--- config.mk ---
export PLATFORM = sky130hd
export DESIGN_NAME = rr_stream_arbiter
export DESIGN_NICKNAME = d
export VERILOG_FILES = /design/src/rtl/rr_stream_arbiter.sv
export SDC_FILE = /design/constraint.sdc
export NUM_CORES = 1
export LEC_CHECK = 0
export ABC_AREA = 1
export CORE_MARGIN = 4
export CORE_UTILIZATION = 40
export CTS_CLUSTER_DIAMETER = 40
export DETAILED_ROUTE_END_ITERATION = 8
export HOLD_SLACK_MARGIN = 0.1
export PLACE_DENSITY = 0.73
export SYNTH_ARGS = -nofsm -noshare
export SYNTH_HDL_FRONTEND = slang
export SYNTH_SLANG_ARGS = --single-unit
--- constraint.sdc ---
create_clock -name clk_i -period 5.8 [get_ports clk_i]
set_input_delay 0.87 -clock clk_i [delete_from_list [all_inputs] [get_ports clk_i]]
set_output_delay 0.87 -clock clk_i [all_outputs]
set_load 0.03 [all_outputs]
--- src/rtl/rr_stream_arbiter.sv ---
// Round-robin N:1 stream arbiter with a two-entry registered output buffer.
// Entry B always holds the older beat when both entries are full.
module rr_stream_arbiter #(
    parameter  int NUM_REQ    = 4,
    parameter  int DATA_WIDTH = 32,
    localparam int IDX_W      = $clog2(NUM_REQ)
) (
    input  logic                          clk_i,
    input  logic                          rst_n_i,
    input  logic                          flush_i,
    input  logic [NUM_REQ-1:0]            req_valid_i,
    output logic [NUM_REQ-1:0]            req_ready_o,
    input  logic [NUM_REQ*DATA_WIDTH-1:0] req_data_i,
    output logic                          valid_o,
    input  logic                          ready_i,
    output logic [DATA_WIDTH-1:0]         data_o,
    output logic [IDX_W-1:0]              idx_o
);

    logic [IDX_W-1:0]      rr_q;
    logic                  a_full;
    logic [IDX_W-1:0]      a_idx;
    logic [DATA_WIDTH-1:0] a_data;
    logic                  b_full;
    logic [IDX_W-1:0]      b_idx;
    logic [DATA_WIDTH-1:0] b_data;

    logic                  grant_vld;
    logic [IDX_W-1:0]      grant_idx;
    logic [IDX_W-1:0]      cand;
    logic [IDX_W-1:0]      rr_next;
    logic [DATA_WIDTH-1:0] grant_data;
    logic                  buf_ready;
    logic                  in_fire;
    logic                  out_fire;

    // Scan from the lowest priority upward so the highest-priority hit is written last.
    always_comb begin
        grant_vld = 1'b0;
        grant_idx = '0;
        cand      = '0;
        for (int i = NUM_REQ - 1; i >= 0; i--) begin
            if (int'(rr_q) + i >= NUM_REQ) begin
                cand = IDX_W'(int'(rr_q) + i - NUM_REQ);
            end else begin
                cand = IDX_W'(int'(rr_q) + i);
            end
            if (req_valid_i[cand]) begin
                grant_vld = 1'b1;
                grant_idx = cand;
            end
        end
    end

    assign rr_next    = (grant_idx == IDX_W'(NUM_REQ - 1)) ? '0 : grant_idx + 1'b1;
    assign grant_data = req_data_i[int'(grant_idx) * DATA_WIDTH +: DATA_WIDTH];

    // buf_ready comes from registers only, so ready_i never reaches req_ready_o.
    assign buf_ready   = !(a_full && b_full);
    assign in_fire     = rst_n_i && grant_vld && buf_ready && !flush_i;
    assign req_ready_o = in_fire ? (NUM_REQ'(1) << grant_idx) : '0;

    assign valid_o  = a_full || b_full;
    assign data_o   = b_full ? b_data : a_data;
    assign idx_o    = b_full ? b_idx  : a_idx;
    assign out_fire = valid_o && ready_i;

    always_ff @(posedge clk_i or negedge rst_n_i) begin
        if (!rst_n_i) begin
            rr_q   <= '0;
            a_full <= 1'b0;
            a_idx  <= '0;
            a_data <= '0;
            b_full <= 1'b0;
            b_idx  <= '0;
            b_data <= '0;
        end else begin
            if (in_fire) begin
                rr_q <= rr_next;
            end
            if (flush_i) begin
                a_full <= 1'b0;
                b_full <= 1'b0;
            end else begin
                // A stalled beat is parked in B only when A must take a new one.
                if (b_full && out_fire) begin
                    b_full <= 1'b0;
                end else if (!b_full && a_full && !out_fire && in_fire) begin
                    b_full <= 1'b1;
                    b_idx  <= a_idx;
                    b_data <= a_data;
                end
                if (in_fire) begin
                    a_full <= 1'b1;
                    a_idx  <= grant_idx;
                    a_data <= grant_data;
                end else if (a_full && !b_full && out_fire) begin
                    a_full <= 1'b0;
                end
            end
        end
    end

endmodule

==> summary.txt <==
Logic synthesis
  • #FFs+latches synth: 72
  • Mapped Cells: 765
  • Warnings, synthesis: 0
  • Synth Flop Type: dfrtp_1
  • Cell with the most instances after synthesis: nand2_1
  • Synth cell types: 26
  • Synth area leaders: dfrtp_1 (37%), nand2_1 (20%), inv_1 (12%)
  • Synth area leader: dfrtp_1
  • Async set or reset register ratio after synthesis: 100%
  • Commonest cells in the netlist: nand2_1 (256), inv_1 (161), nand3_1 (115), dfrtp_1 (72), o21ai_0 (68)
  • Post-synth EDFFs: 0
  • Mean Syn Cell Area: 6.36 um2
  • Post-synth net total: 905
  • Post-synthesis sequential area ratio: 37.0%
  • Area share of the largest cell type after synthesis: 37.0%
  • Post-Syn Area: 4860 um2

Global route
  • Largest net degree at the start of global routing: 82
  • GRT overflow: 0
  • Initial antenna violation count: 0
  • Total track usage: 20.5%
  • Vias in the first global route: 4,736
  • First-pass GRT wire length: 23,300 um

Timing
  • Clock skew: 4.51 ps
  • Least-Margin Pin Slew: 1160 ps
  • Max Clk Rate: 0.231 GHz
  • Final hold slack: 507 ps
  • Relative max-transition margin: 22.4%
  • Setup TNS: 0 ps
  • Fin. max-slew vios: 0
  • # setup viols final: 0
  • RSZ-0062 raised after global routing: no
  • Final Hold Vio Count: 0
  • Period utilization: 74.8%
  • Final min period: 4340 ps

Routing
  • Routed wire length: 14,400 um
  • Drt wl/cell: 13.5 um
  • DRT Pass-1 Iters: 5
  • Post-DR vias/cell: 4.71
  • Vias: 5,035
  • First-iteration detailed-routing DRC count: 329
  • ANT nets after route: 0
  • Detailed-route DRC error count: 0

Critical path
  • CP Max Fanout: 81
  • Arr. time, crit path: 3470 ps
  • Crit-path max cell delay: 580 ps
  • CP Cell Sequence: clkdlybuf4s50_1 -> inv_1 -> o21ai_0 -> nand2_2 -> nand3_1 -> nand3_1 -> buf_4 -> nand2_2 -> buf_4 -> ha_1 -> inv_1 -> nor2_1 -> buf_4
  • CP Data Required Time: 4930 ps
  • CP Launch Type: primary input
  • Worst path most repeated cell: buf_4
  • Slowest cell on the critical path: buf_4
  • CP Capture Type: primary output
  • Critical path start-end classification: primary input to primary output

Floorplan
  • Die Ht: 118 um
  • Total die area: 14,000 um2
  • Boundary pin count: 175
  • Initial Util: 40.7%
  • Core Area: 12,000 um2
  • FP Rows: 40
  • Die width: 118 um

Finish
  • Total Nets Final: 1,058
  • Layout cells sized above 1: 4.45%
  • Fillcell total: 1,132
  • # diodes: 0
  • Register area: 1800 um2
  • Multi-input gate area: 2250 um2
  • Area Overhead vs Synth: 43.1%

Clock tree
  • CTS tree: built
  • Post CTS Setup Buffer Count: 0
  • CTS max path bufs: 2
  • Cts repair resizes: 0
  • CTS buffer count: 9
  • Worst-path clk slew: 50 ps
  • TritonCTS Sinks: 72
  • Root buffer cell: clkbuf_16
  • Hold-fix buffers at CTS: 0
  • Worst-Skew Late Latency: 330 ps
  • Clock H-tree levels: 3

Min path
  • Hold crit path type: flop to flop

Power and ir drop
  • Cell leakage power: 0.00365 uW
  • Power Density: 539 nW/um2
  • VDD IR max: 0.000436 V

Place
  • Input/output buffers: 174
  • Final HPWL DP: 11,100 um
  • Final Wtd Congestion: 0.869

Flow run
  • Max cap viols: 0

Run status
  • Status: finished, final reports clean
[cells in the final DEF (no fill, tap or decap), types with 2 or more instances in the layout]
cell type / synthesis / routed
a21oi_1: 3 / 3
clkdlybuf4s50_1: 0 / 170
nor2_1: 8 / 8
nand2_1: 256 / 256
clkbuf_8: 0 / 2
ha_1: 4 / 4
bufinv_16: 0 / 2
or2_1: 11 / 11
nor2_4: 3 / 4
nand3_2: 2 / 2
clkbuf_16: 0 / 9
o21ai_0: 68 / 68
o21ai_1: 6 / 6
inv_1: 161 / 160
buf_4: 6 / 11
inv_2: 4 / 4
nand2_2: 2 / 2
nand3_1: 115 / 115
or2_0: 4 / 4
dfrtp_1: 72 / 72
[final cells by class]
cell class	instances	share of cell area, %
Multi-Input combinational cell	489	32.3
Inverter	165	8.90
Tap cell	147	2.64
Clock inverter	3	0.935
Clock buffer	12	3.69
Timing Repair Buffer	181	25.6
Sequential cell	72	25.9
[report_power, final]
part | total, uW | switching [uW] | internal [uW]
clock | 596 | 199 | 397
combinational | 2260 | 1450 | 812
sequential | 898 | 152 | 746
[metrics by stage]
step / setup WS, ps / util, % / cells / area [um2] / power [uW]
5_1_grt: 1150 / 58.2 / 1069 / 6960 / 4090
6_report: 1460 / 58.2 / 1069 / 6960 / 3750
3_3_place_gp: 1500 / 55.5 / 1054 / 6640 / 3120
4_1_cts: 1470 / 58.2 / 1069 / 6960 / 3770
2_1_floorplan: 2490 / - / 765 / 4860 / 2460
3_5_place_dp: 1480 / 55.5 / 1054 / 6640 / 3160
[registers in the layout, summed over array words and instances, names as in the netlist]
register / cells
b_idx: 2
a_idx: 2
rr_q: 2
a_data: 32
b_data: 32
b_full: 1
a_full: 1
[worst paths after layout]
path | start | to | slack [ps] | cells after the start
max reg2reg | rr_q[1] | b_idx[1] | 2760 | 13
max | req_valid_i[1] | req_ready_o[0] | 1460 | 13
min in group asynchronous | rst_n_i | a_data[22] | 790 | 2
max in group asynchronous | rst_n_i | b_data[24] | 4400 | 2
min reg2reg | b_idx[0] | b_idx[0] | 510 | 2
min | b_idx[0] | b_idx[0] | 510 | 2
[logic make-up after synthesis]
kind of cell	Yosys count	synth area share, %
and+or+nand+nor	405	36.5
buffers and inverters	204	16.8
AOI/OAI and AO/OA	80	8.57
DFF	72	37.0
adders and majority gates	4	1.03
[critical path: cells and delay by family]
family	cells	cell delay [ps]
AO/OA/AOI/OAI	1	240
AND/OR/NAND/NOR	5	520
adder cells (fa/ha/maj)	1	260
buffers and inverters	6	1550
[routing by layer]
metal | global-route usage (%) | wire length [um]
met1 | 28.1 | 6610
met2 | 30.3 | 6190
met3 | 5.98 | 1240
met4 | 7.99 | 410
met5 | 0 | 0
(Power assumes the default switching activity.)
